==> config.mk <==
export PLATFORM = sky130hd
export DESIGN_NAME = sum_accumulator_flat
export DESIGN_NICKNAME = d
export VERILOG_FILES = /design/src/rtl/sum_accumulator_if.sv /design/src/rtl/sum_accumulator.sv /design/src/flat_wrapper.sv
export SDC_FILE = /design/constraint.sdc
export NUM_CORES = 1
export LEC_CHECK = 0
export CAP_MARGIN = 5
export CORE_UTILIZATION = 45
export CTS_BUF_LIST = sky130_fd_sc_hd__clkbuf_8 sky130_fd_sc_hd__clkbuf_16
export DETAILED_ROUTE_END_ITERATION = 10
export PLACE_DENSITY = 0.7
export SLEW_MARGIN = 0
export SYNTH_ARGS = -nofsm -noshare
export SYNTH_HDL_FRONTEND = slang
export SYNTH_SLANG_ARGS = --single-unit
==> constraint.sdc <==
create_clock -name clk -period 2 [get_ports clk]
set_clock_uncertainty 0.1 [all_clocks]
set_input_delay 0.4 -clock clk [delete_from_list [all_inputs] [get_ports clk]]
set_output_delay 0.4 -clock clk [all_outputs]
set_load 0.05 [all_outputs]
==> src/rtl/sum_accumulator_if.sv <==
// rtl/sum_accumulator_if.sv - beat input and block result handshake bundle for sum_accumulator
// Purpose: groups the input beat stream and the result port into one bundle.
// Signals:
//   in_valid/in_ready/in_data         beat stream, master -> slave
//   out_valid/out_ready/out_sum/out_ovf  block result, slave -> master
// Modports: slave = accumulator side, master = producer/consumer side.
interface sum_accumulator_if #(
    parameter int IN_W  = 3,
    parameter int ACC_W = 8
);
    logic             in_valid;
    logic             in_ready;
    logic [IN_W-1:0]  in_data;
    logic             out_valid;
    logic             out_ready;
    logic [ACC_W-1:0] out_sum;
    logic             out_ovf;

    modport slave (
        input  in_valid,
        input  in_data,
        input  out_ready,
        output in_ready,
        output out_valid,
        output out_sum,
        output out_ovf
    );

    modport master (
        output in_valid,
        output in_data,
        output out_ready,
        input  in_ready,
        input  out_valid,
        input  out_sum,
        input  out_ovf
    );
endinterface

==> src/rtl/sum_accumulator.sv <==
// rtl/sum_accumulator.sv - accumulates N unsigned beats into a held block total with overflow flag
// Purpose: collects N beats from the adder stream, then presents the block total and an
//   overflow flag until the consumer takes it.
// Ports:
//   clk    rising-edge clock
//   rst_n  asynchronous active-low reset
//   clr    synchronous clear, overrides any beat or result handshake in the same cycle
//   bus    sum_accumulator_if slave: in_valid/in_ready/in_data, out_valid/out_ready/out_sum/out_ovf
//   busy   partial block in progress or result pending
module sum_accumulator #(
    parameter int IN_W  = 3,
    parameter int ACC_W = 8,
    parameter int N     = 4,
    parameter int SAT   = 0
) (
    input  logic                clk,
    input  logic                rst_n,
    input  logic                clr,
    sum_accumulator_if.slave    bus,
    output logic                busy
);
    localparam int CNT_W = $clog2(N + 1);

    typedef enum logic {
        S_ACC  = 1'b0,
        S_HOLD = 1'b1
    } state_t;

    state_t             state_q;
    logic [ACC_W-1:0]   acc_q;
    logic [CNT_W-1:0]   cnt_q;
    logic               ovf_q;
    logic               out_valid_q;
    logic [ACC_W-1:0]   out_sum_q;
    logic               out_ovf_q;

    logic [ACC_W:0]     nxt;
    logic [ACC_W-1:0]   acc_d;
    logic               ovf_d;
    logic               last_beat;

    // One extra bit catches the carry out of the accumulator.
    assign nxt = {1'b0, acc_q} + {{(ACC_W + 1 - IN_W){1'b0}}, bus.in_data};

    // A saturated accumulator stays at all-ones: adding any beat either carries
    // (re-saturates) or adds zero.
    always_comb begin
        acc_d = nxt[ACC_W-1:0];
        if (nxt[ACC_W] && (SAT != 0)) begin
            acc_d = '1;
        end
    end

    assign ovf_d     = ovf_q | nxt[ACC_W];
    assign last_beat = (cnt_q == CNT_W'(N - 1));

    always_ff @(posedge clk or negedge rst_n) begin
        if (!rst_n) begin
            state_q     <= S_ACC;
            acc_q       <= '0;
            cnt_q       <= '0;
            ovf_q       <= 1'b0;
            out_valid_q <= 1'b0;
            out_sum_q   <= '0;
            out_ovf_q   <= 1'b0;
        end else if (clr) begin
            state_q     <= S_ACC;
            acc_q       <= '0;
            cnt_q       <= '0;
            ovf_q       <= 1'b0;
            out_valid_q <= 1'b0;
            out_sum_q   <= '0;
            out_ovf_q   <= 1'b0;
        end else begin
            case (state_q)
                S_ACC: begin
                    if (bus.in_valid) begin
                        if (last_beat) begin
                            // Result includes this beat; start the next block clean.
                            out_sum_q   <= acc_d;
                            out_ovf_q   <= ovf_d;
                            out_valid_q <= 1'b1;
                            state_q     <= S_HOLD;
                            acc_q       <= '0;
                            cnt_q       <= '0;
                            ovf_q       <= 1'b0;
                        end else begin
                            acc_q <= acc_d;
                            ovf_q <= ovf_d;
                            cnt_q <= cnt_q + CNT_W'(1);
                        end
                    end
                end
                S_HOLD: begin
                    // out_sum/out_ovf are left untouched so they keep their value after the handshake.
                    if (bus.out_ready) begin
                        out_valid_q <= 1'b0;
                        state_q     <= S_ACC;
                    end
                end
                default: begin
                    state_q <= S_ACC;
                end
            endcase
        end
    end

    assign bus.in_ready  = (state_q == S_ACC);
    assign bus.out_valid = out_valid_q;
    assign bus.out_sum   = out_sum_q;
    assign bus.out_ovf   = out_ovf_q;
    assign busy          = (cnt_q != '0) || out_valid_q;
endmodule

==> src/flat_wrapper.sv <==
// flat-port wrapper written by rule: the top's interface ports become plain ports
module sum_accumulator_flat 
#(
    parameter int IN_W  = 3,
    parameter int ACC_W = 8,
    parameter int N     = 4,
    parameter int SAT   = 0
)
  (clk, rst_n, clr, busy, bus_in_valid, bus_in_data, bus_out_ready, bus_in_ready, bus_out_valid, bus_out_sum, bus_out_ovf);
  sum_accumulator_if #(.IN_W(IN_W), .ACC_W(ACC_W)) bus_i ();
  input  logic clk;
  input  logic rst_n;
  input  logic clr;
  output logic busy;
  input wire logic [$bits(bus_i.in_valid)-1:0] bus_in_valid;
  input wire logic [$bits(bus_i.in_data)-1:0] bus_in_data;
  input wire logic [$bits(bus_i.out_ready)-1:0] bus_out_ready;
  output wire logic [$bits(bus_i.in_ready)-1:0] bus_in_ready;
  output wire logic [$bits(bus_i.out_valid)-1:0] bus_out_valid;
  output wire logic [$bits(bus_i.out_sum)-1:0] bus_out_sum;
  output wire logic [$bits(bus_i.out_ovf)-1:0] bus_out_ovf;
  assign bus_i.in_valid = bus_in_valid;
  assign bus_i.in_data = bus_in_data;
  assign bus_i.out_ready = bus_out_ready;
  assign bus_in_ready = bus_i.in_ready;
  assign bus_out_valid = bus_i.out_valid;
  assign bus_out_sum = bus_i.out_sum;
  assign bus_out_ovf = bus_i.out_ovf;
  sum_accumulator #(.IN_W(IN_W), .ACC_W(ACC_W), .N(N), .SAT(SAT)) u_core (.clk(clk), .rst_n(rst_n), .clr(clr), .bus(bus_i), .busy(busy));
endmodule
==> results_tabular.tex, run 1 <==
\begin{tabular}{lr}
\hline
Metric & Value \\
\hline
\multicolumn{2}{l}{\textbf{Outcome}} \\
\quad Result of the run & complete, no violations \\
\multicolumn{2}{l}{\textbf{Synthesis}} \\
\quad Count of warnings emitted by yosys & 0 \\
\quad Multiplexer share of the synthesized area & 0.00863 \\
\quad Gate count after technology mapping & 114 \\
\quad Post-synth net total & 128 \\
\quad XOR/XNOR Fraction of Synth Area & 0.0453 \\
\quad Post-synthesis cell type count & 29 \\
\quad Synth Area in Compound Gates & 0.173 \\
\quad Post-synthesis async set-or-reset flop share & 1.00 \\
\quad Yosys reg bits & 23 \\
\quad Main area contributors after synthesis & sky130\_fd\_sc\_hd\_\_dfrtp\_1 (50\%), sky130\_fd\_sc\_hd\_\_ha\_1 (5.4\%), sky130\_fd\_sc\_hd\_\_a22o\_1 (5.3\%) \\
\quad Simple-gate area share of the yosys netlist & 0.173 \\
\quad Share of the yosys chip area belonging to registers & 0.496 \\
\quad Fraction of post-synthesis cell area in the top cell type by area & 0.496 \\
\quad Main combinational cell family by area after synthesis & compound AO/OA/AOI/OAI gates \\
\quad Dominant synthesized flop cell & sky130\_fd\_sc\_hd\_\_dfrtp\_1 \\
\quad Adder and majority gate portion of the synthesized area & 0.0712 \\
\quad Cell type with the highest aggregate area in the netlist & sky130\_fd\_sc\_hd\_\_dfrtp\_1 \\
\quad Synthesized area per cell & 10.2 sq um \\
\quad EDFF count, synth & 0 \\
\quad Netlist Area Pre-Place & 1160 sq um \\
\multicolumn{2}{l}{\textbf{Timing}} \\
\quad Unrepaired setup endpoints after global routing & no \\
\quad Sum of negative setup slack & 0 ns \\
\quad FMAX & 519 MHz \\
\quad Final Cycle Share & 0.964 \\
\quad Setup violators final & 0 \\
\quad Final Critical Period & 1.93 ns \\
\quad Final number of max-transition violations & 0 \\
\quad Final count of hold timing violations & 0 \\
\quad Normalized max-slew margin & 0.668 \\
\quad Actual slew at the worst max-slew pin & 0.496 ns \\
\multicolumn{2}{l}{\textbf{Floorplan}} \\
\quad IO Pins & 20 \\
\quad Die extent in y & 52.8 um \\
\quad Die ar. & 2780 sq um \\
\quad Initial core utilization & 0.472 \\
\quad Core area & 2450 sq um \\
\quad Count of standard-cell rows & 18 \\
\quad Die boundary width & 52.8 um \\
\multicolumn{2}{l}{\textbf{Global routing}} \\
\quad Maximum number of pins on one net before global-route repair & 24 \\
\quad First-pass GRT wire length & 4080 um \\
\quad Initial antenna violation count & 0 \\
\quad Remaining global-route overflow & 0 \\
\quad Overall track demand over capacity in global routing & 0.205 \\
\quad Vias in the first global route & 961 \\
\multicolumn{2}{l}{\textbf{Placement}} \\
\quad Count of port buffers added during placement & 19 \\
\quad Placed Instance Area & 1450 sq um \\
\quad Final weighted congestion in routability-driven placement & 0.814 \\
\quad Half-perimeter wire length after detailed placement & 1870 um \\
\quad Number of placed instances, taps included & 172 \\
\multicolumn{2}{l}{\textbf{Power}} \\
\quad Power density normalized to cell area & 664 nW/um\^{}2 \\
\quad Leakage dissipation & 0.000715 uW \\
\quad Overall power consumption & 1000 uW \\
\quad Power Internal & 712 uW \\
\quad Clock network power share & 0.286 \\
\quad Switching power of the nets & 288 uW \\
\quad Sequential group share of total power & 0.500 \\
\quad Largest voltage drop on the vdd net & 360 uV \\
\quad Share of total power consumed by net switching & 0.288 \\
\quad Part of the power in combinational logic & 0.214 \\
\multicolumn{2}{l}{\textbf{Clocking}} \\
\quad Post-CTS setup buffer count & 0 \\
\quad Clock transition at path regs & 0.08 ns \\
\quad Clock latency at the later pin of the worst-skew pair & 0.26 ns \\
\quad CTS buffer count & 3 \\
\quad H-tree Lvls & 1 \\
\quad \# resized after CTS & 0 \\
\quad CTS root buffer & sky130\_fd\_sc\_hd\_\_clkbuf\_8 \\
\quad CTS hold repair buffers & 0 \\
\quad Clock tree from TritonCTS & done \\
\quad Maximum number of buffers from clock root to sink & 2 \\
\quad Clk sinks & 23 \\
\multicolumn{2}{l}{\textbf{Cells and area}} \\
\quad Antenna diode instance count & 0 \\
\quad Most used cells in the layout excluding fill and tap cells & sky130\_fd\_sc\_hd\_\_dfrtp\_1 (23), sky130\_fd\_sc\_hd\_\_buf\_4 (20), sky130\_fd\_sc\_hd\_\_nand2\_1 (13) \\
\quad Share of final-layout standard cells stronger than drive strength 1 & 0.199 \\
\quad Most common cell after layout, fill and taps aside & sky130\_fd\_sc\_hd\_\_dfrtp\_1 \\
\quad Post-layout nets & 161 \\
\quad Layout fillers & 207 \\
\quad Final cell utilization of the core & 0.614 \\
\quad Post-Layout Cell Count & 176 \\
\quad Area grow syn2layout & 30.0\% \\
\quad Post-route cell area & 1510 sq um \\
\multicolumn{2}{l}{\textbf{Worst setup path}} \\
\quad Capture instance of the worst register-to-register path & u\_core.bus.out\_sum[6]\$\_DFFE\_PN0P\_ \\
\quad Buffer and inverter count on the worst path & 1 \\
\quad Reg2reg start & u\_core.acc\_q[0]\$\_DFFE\_PN0P\_ \\
\quad CP Data Arrival Time & 1.43 ns \\
\quad Worst path slowest cell & sky130\_fd\_sc\_hd\_\_clkdlybuf4s50\_1 \\
\quad Critical path peak fanout & 2 \\
\quad Type of the worst setup path & reg -> out \\
\quad Critical path capture point type & output pin \\
\quad Cells along the critical path & clkdlybuf4s50\_1 \\
\quad Setup slack, reg-to-reg & 0.17 ns \\
\quad Number of cell instances on the worst register-to-register path & 6 \\
\quad Category of cells accounting for the largest share of critical-path delay & buffers and inverters \\
\quad Kind of start point of the critical path & register \\
\quad Largest incremental delay on the critical path & 0.80 ns \\
\quad Worst path required time & 1.50 ns \\
\multicolumn{2}{l}{\textbf{Drt}} \\
\quad Routed vias & 953 \\
\quad Detailed-route DRC error count & 0 \\
\quad Total Routed Length & 2490 um \\
\quad Number of detailed-route iterations in the first pass & 4 \\
\quad First-iteration detailed-routing DRC count & 27 \\
\quad Drt wl/cell & 14.1 um \\
\quad Vias per Instance & 5.41 \\
\quad Post-route antenna net violation count & 0 \\
\multicolumn{2}{l}{\textbf{Hold path}} \\
\quad WHS Path Cells & 2 \\
\quad Worst min path class & reg -> reg \\
\quad Startpoint of the lowest-slack hold path & u\_core.bus.out\_ovf\$\_DFFE\_PN0P\_ \\
\quad Terminating pin of the worst hold path & u\_core.bus.out\_ovf\$\_DFFE\_PN0P\_ \\
\multicolumn{2}{l}{\textbf{Flow run}} \\
\quad Count of maximum capacitance violations & 0 \\
\hline
\end{tabular}
==> power by group through the flow <==
stage               logic [uW]  registers, uW  clock network (uW)
floorplan                 92.4            537                   0
global placement           209            508                   0
detailed placement         214            509                   0
CTS                        214            500                 287
global route               232            504                 312
finish                     214            500                 286
==> kinds of logic (layout without fill, tap and decap cells) <==
kind of cell	count (synthesis)	in the layout
fa+ha+maj	6	6
xor+xnor	6	6
mux	1	1
flops	23	23
buf+inv	9	41
compound gates	32	32
simple gates	37	37
==> flip-flops by register name (all words and copies together) (netlist names) <==
name,flops
u_core.state_q,1
u_core.acc_q,8
u_core.ovf_q,1
u_core.bus.out_ovf,1
u_core.bus.out_valid,1
u_core.cnt_q,3
u_core.bus.out_sum,8
==> stage by stage <==
step / hold slack [ns] / setup slack (ns)
2_1_floorplan: 0.00441 / 0.236
5_1_grt: 0.410 / 0.0131
3_3_place_gp: 0.358 / -0.210
6_report: 0.370 / 0.0722
4_1_cts: 0.376 / 0.0276
3_5_place_dp: 0.357 / -0.253
==> routing by layer <==
layer	GRT usage	wire (um)
met3	0.0348	71
met1	0.232	1120
met5	0	0
met2	0.376	1270
met4	0.0789	25
==> cell usage after synthesis (all sizes together) (2+ instances only) <==
cell type / count
a21o: 2
a21oi: 11
a22o: 7
a31oi: 3
buf: 2
dfrtp: 23
ha: 5
inv: 6
nand2: 13
nand2b: 7
nand3: 3
nand4: 2
nor2: 4
nor2b: 2
nor3b: 2
o21ai: 7
or3: 2
xnor2: 5
==> cell type report <==
class / count / area [sq um] / share of cell area
sequential: 23 / 576 / 0.382
clock inverter: 1 / 3.75 / 0.00249
timing repair buffer: 31 / 273 / 0.181
multi-input combinational: 82 / 554 / 0.368
inverter: 6 / 22.5 / 0.0149
clock buffer: 3 / 41.3 / 0.0274
tap: 30 / 37.5 / 0.0249
==> how the worst max path moves through the flow <==
stage                                 startpoint                                end  cells after the start
3_3_place_gp                      bus_in_data[0]  u_core.bus.out_sum[6]$_DFFE_PN0P_                      7
5_1_grt        u_core.bus.out_sum[4]$_DFFE_PN0P_                     bus_out_sum[4]                      1
4_1_cts                           bus_in_data[0]  u_core.bus.out_sum[6]$_DFFE_PN0P_                      7
2_1_floorplan                     bus_in_data[0]  u_core.bus.out_sum[6]$_DFFE_PN0P_                      6
3_5_place_dp                      bus_in_data[0]  u_core.bus.out_sum[6]$_DFFE_PN0P_                      7
6_report       u_core.bus.out_sum[4]$_DFFE_PN0P_                     bus_out_sum[4]                      1
(Power assumes the default switching activity.)
==> inputs of run 2 (changes only) <==
--- a/config.mk
+++ b/config.mk
@@ -7,7 +7,7 @@
 export LEC_CHECK = 0
 export CAP_MARGIN = 5
 export CORE_UTILIZATION = 45
-export CTS_BUF_LIST = sky130_fd_sc_hd__clkbuf_8 sky130_fd_sc_hd__clkbuf_16
+export CTS_BUF_LIST = sky130_fd_sc_hd__clkbuf_8
 export DETAILED_ROUTE_END_ITERATION = 10
 export PLACE_DENSITY = 0.7
 export SLEW_MARGIN = 0
==> results of run 2 <==
The final DEF is identical to that of run 1; final timing and power are the same.
==> inputs of run 3 (changes only) <==
--- a/config.mk
+++ b/config.mk
@@ -8,9 +8,10 @@
 export CAP_MARGIN = 5
 export CORE_UTILIZATION = 45
 export CTS_BUF_LIST = sky130_fd_sc_hd__clkbuf_8
+export CTS_CLUSTER_DIAMETER = 100
 export DETAILED_ROUTE_END_ITERATION = 10
-export PLACE_DENSITY = 0.7
-export SLEW_MARGIN = 0
+export PLACE_DENSITY = 0.76
+export SLEW_MARGIN = 40
 export SYNTH_ARGS = -nofsm -noshare
 export SYNTH_HDL_FRONTEND = slang
 export SYNTH_SLANG_ARGS = --single-unit
==> run 3 against run 2 <==
  * Routed wire length fell by 5.2%
  * Via count down 1.9%
  * Critical path depth unchanged
  * Sequential cell count unchanged
  * Non-clock buffer count down 2
  * Sequential power about the same
  * Clock power about the same
  * Total power is 0.20% higher
  * Global-route usage hardly changed
  * Cell area shrank 1.2%
  * Largest cell class unchanged
  * Highest routed layer unchanged
==> results_tabular.tex, run 3 (same netlist as run 1, synthesis figures left out) <==
\begin{tabular}{lr}
\hline
Metric & Value \\
\hline
\multicolumn{2}{l}{\textbf{Floorplan}} \\
\quad Die extent in y & 52.8 um \\
\quad Die ar. & 2780 sq um \\
\quad Die boundary width & 52.8 um \\
\quad Initial core utilization & 0.472 \\
\quad IO Pins & 20 \\
\quad Count of standard-cell rows & 18 \\
\quad Core area & 2450 sq um \\
\multicolumn{2}{l}{\textbf{Worst setup path}} \\
\quad Critical path capture point type & output pin \\
\quad Kind of start point of the critical path & register \\
\quad Type of the worst setup path & reg -> out \\
\quad Reg2reg start & u\_core.acc\_q[0]\$\_DFFE\_PN0P\_ \\
\quad Buffer and inverter count on the worst path & 1 \\
\quad Setup slack, reg-to-reg & 0.19 ns \\
\quad Number of cell instances on the worst register-to-register path & 6 \\
\quad CP Data Arrival Time & 1.41 ns \\
\quad Crit path depth & 1 \\
\quad Largest incremental delay on the critical path & 0.80 ns \\
\quad Critical path destination & bus\_out\_sum[4] \\
\quad CP Launch Point & u\_core.bus.out\_sum[4]\$\_DFFE\_PN0P\_ \\
\quad Worst path slowest cell & sky130\_fd\_sc\_hd\_\_clkdlybuf4s50\_1 \\
\quad Critical path peak fanout & 2 \\
\quad Cells along the critical path & clkdlybuf4s50\_1 \\
\quad Worst path required time & 1.50 ns \\
\quad Capture instance of the worst register-to-register path & u\_core.bus.out\_sum[6]\$\_DFFE\_PN0P\_ \\
\quad Category of cells accounting for the largest share of critical-path delay & buffers and inverters \\
\multicolumn{2}{l}{\textbf{Clocking}} \\
\quad CTS root buffer & sky130\_fd\_sc\_hd\_\_clkbuf\_8 \\
\quad Clock transition at path regs & 0.08 ns \\
\quad Clk sinks & 23 \\
\quad Clock tree from TritonCTS & done \\
\quad CTS buffer count & 3 \\
\quad Post-CTS setup buffer count & 0 \\
\quad Clock latency at the later pin of the worst-skew pair & 0.27 ns \\
\quad Maximum number of buffers from clock root to sink & 2 \\
\quad H-tree Lvls & 1 \\
\quad CTS hold repair buffers & 0 \\
\multicolumn{2}{l}{\textbf{Cells and area}} \\
\quad Antenna diode instance count & 0 \\
\quad Register area & 576 sq um \\
\quad Post-layout nets & 159 \\
\quad Most common cell after layout, fill and taps aside & sky130\_fd\_sc\_hd\_\_dfrtp\_1 \\
\quad Share of final-layout standard cells stronger than drive strength 1 & 0.181 \\
\quad Most used cells in the layout excluding fill and tap cells & sky130\_fd\_sc\_hd\_\_dfrtp\_1 (23), sky130\_fd\_sc\_hd\_\_buf\_4 (18), sky130\_fd\_sc\_hd\_\_nand2\_1 (13) \\
\quad Layout fillers & 226 \\
\quad Area of the multi-input gates & 551 sq um \\
\quad Post-Layout Cell Count & 174 \\
\quad Area grow syn2layout & 28.4\% \\
\multicolumn{2}{l}{\textbf{Global routing}} \\
\quad Global Route met3 Usage & 0.0348 \\
\quad Remaining global-route overflow & 0 \\
\quad GR Layer Usage met1 & 0.239 \\
\quad Initial antenna violation count & 0 \\
\quad Busiest metal layer after global routing & met2 \\
\quad Maximum number of pins on one net before global-route repair & 24 \\
\quad Met2 layer usage reported by global route & 0.354 \\
\quad First-pass GRT wire length & 4030 um \\
\quad Vias in the first global route & 911 \\
\quad Overall track demand over capacity in global routing & 0.205 \\
\multicolumn{2}{l}{\textbf{Timing}} \\
\quad Unrepaired setup endpoints after global routing & no \\
\quad Final number of max-transition violations & 0 \\
\quad Actual slew at the worst max-slew pin & 0.487 ns \\
\quad FMAX & 523 MHz \\
\quad Setup violators final & 0 \\
\quad Setup WS post-layout & 0.0867 ns \\
\quad Final Critical Period & 1.91 ns \\
\quad Final count of hold timing violations & 0 \\
\quad Final Cycle Share & 0.957 \\
\quad Normalized max-slew margin & 0.674 \\
\multicolumn{2}{l}{\textbf{Drt}} \\
\quad Routed vias & 935 \\
\quad Post-route antenna net violation count & 0 \\
\quad Number of detailed-route iterations in the first pass & 4 \\
\quad First-iteration detailed-routing DRC count & 9 \\
\quad Vias per Instance & 5.37 \\
\quad Drt wl/cell & 13.5 um \\
\quad Detailed-route DRC error count & 0 \\
\quad Total Routed Length & 2360 um \\
\multicolumn{2}{l}{\textbf{Power}} \\
\quad Power Internal & 712 uW \\
\quad Leakage dissipation & 0.000706 uW \\
\quad Share of total power consumed by net switching & 0.290 \\
\quad Clock network power share & 0.289 \\
\quad Power density normalized to cell area & 673 nW/um\^{}2 \\
\quad Largest voltage drop on the vdd net & 471 uV \\
\quad Sequential group share of total power & 0.499 \\
\quad Switching power of the nets & 290 uW \\
\quad Part of the power in combinational logic & 0.212 \\
\multicolumn{2}{l}{\textbf{Placement}} \\
\quad Half-perimeter wire length after detailed placement & 1720 um \\
\quad Pre-CTS worst setup slack & -0.269 ns \\
\quad Final weighted congestion in routability-driven placement & 0.815 \\
\quad Count of port buffers added during placement & 19 \\
\quad Number of placed instances, taps included & 170 \\
\multicolumn{2}{l}{\textbf{Flow run}} \\
\quad Count of maximum capacitance violations & 0 \\
\multicolumn{2}{l}{\textbf{Hold path}} \\
\quad Worst min path class & in -> async \\
\multicolumn{2}{l}{\textbf{Outcome}} \\
\quad Result of the run & complete, no violations \\
\hline
\end{tabular}
## run 3: how the worst min path moves through the flow
stage               slack (ns)                                 to                      startpoint
finish                    0.38  u_core.bus.out_sum[2]$_DFFE_PN0P_                           rst_n
global route              0.41  u_core.bus.out_sum[2]$_DFFE_PN0P_                           rst_n
CTS                       0.39        u_core.acc_q[7]$_DFFE_PN0P_     u_core.acc_q[7]$_DFFE_PN0P_
detailed placement        0.37     u_core.bus.out_ovf$_DFFE_PN0P_  u_core.bus.out_ovf$_DFFE_PN0P_
global placement          0.36     u_core.bus.out_ovf$_DFFE_PN0P_  u_core.bus.out_ovf$_DFFE_PN0P_
floorplan                0.004        u_core.acc_q[0]$_DFFE_PN0P_                           rst_n
## run 3: what timing repair did
item                                   4_1_cts  5_1_grt
endpoints found under the hold margin        0        0
resized for setup                            0        4
setup endpoints to repair                    0        4
## run 3: area by class of cell
class                      instances  share of cell area
multi-input combinational         82               0.370
tap                               30              0.0252
inverter                           6              0.0151
clock buffer                       3              0.0277
clock inverter                     1             0.00252
timing repair buffer              29               0.173
sequential                        23               0.387
## run 3: per-layer routing
layer / share of wire / routed length, um
met4: 0.022 / 52
met5: 0 / 0
met1: 0.46 / 1080
met2: 0.48 / 1130
met3: 0.041 / 96
## run 3: power by group through the flow
stage	sequential (uW)	combinational, uW	clock, uW
2_1_floorplan	537	92.4	0
3_3_place_gp	508	208	0
3_5_place_dp	509	212	0
4_1_cts	500	214	295
5_1_grt	503	233	310
6_report	500	213	289
## run 3: stage by stage
| step | util | area (sq um) | hold WS (ns) | TNS (ns) | total power, uW |
|---|---|---|---|---|---|
| 6_report | 0.607 | 1490 | 0.382 | 0 | 1000 |
| 5_1_grt | 0.607 | 1490 | 0.408 | 0 | 1050 |
| 4_1_cts | 0.603 | 1480 | 0.386 | 0 | 1010 |
| 3_5_place_dp | 0.585 | 1440 | 0.372 | -2.20 | 722 |
| 3_3_place_gp | 0.585 | 1440 | 0.356 | -1.86 | 716 |
| 2_1_floorplan | - | 1160 | 0.00441 | 0 | 630 |
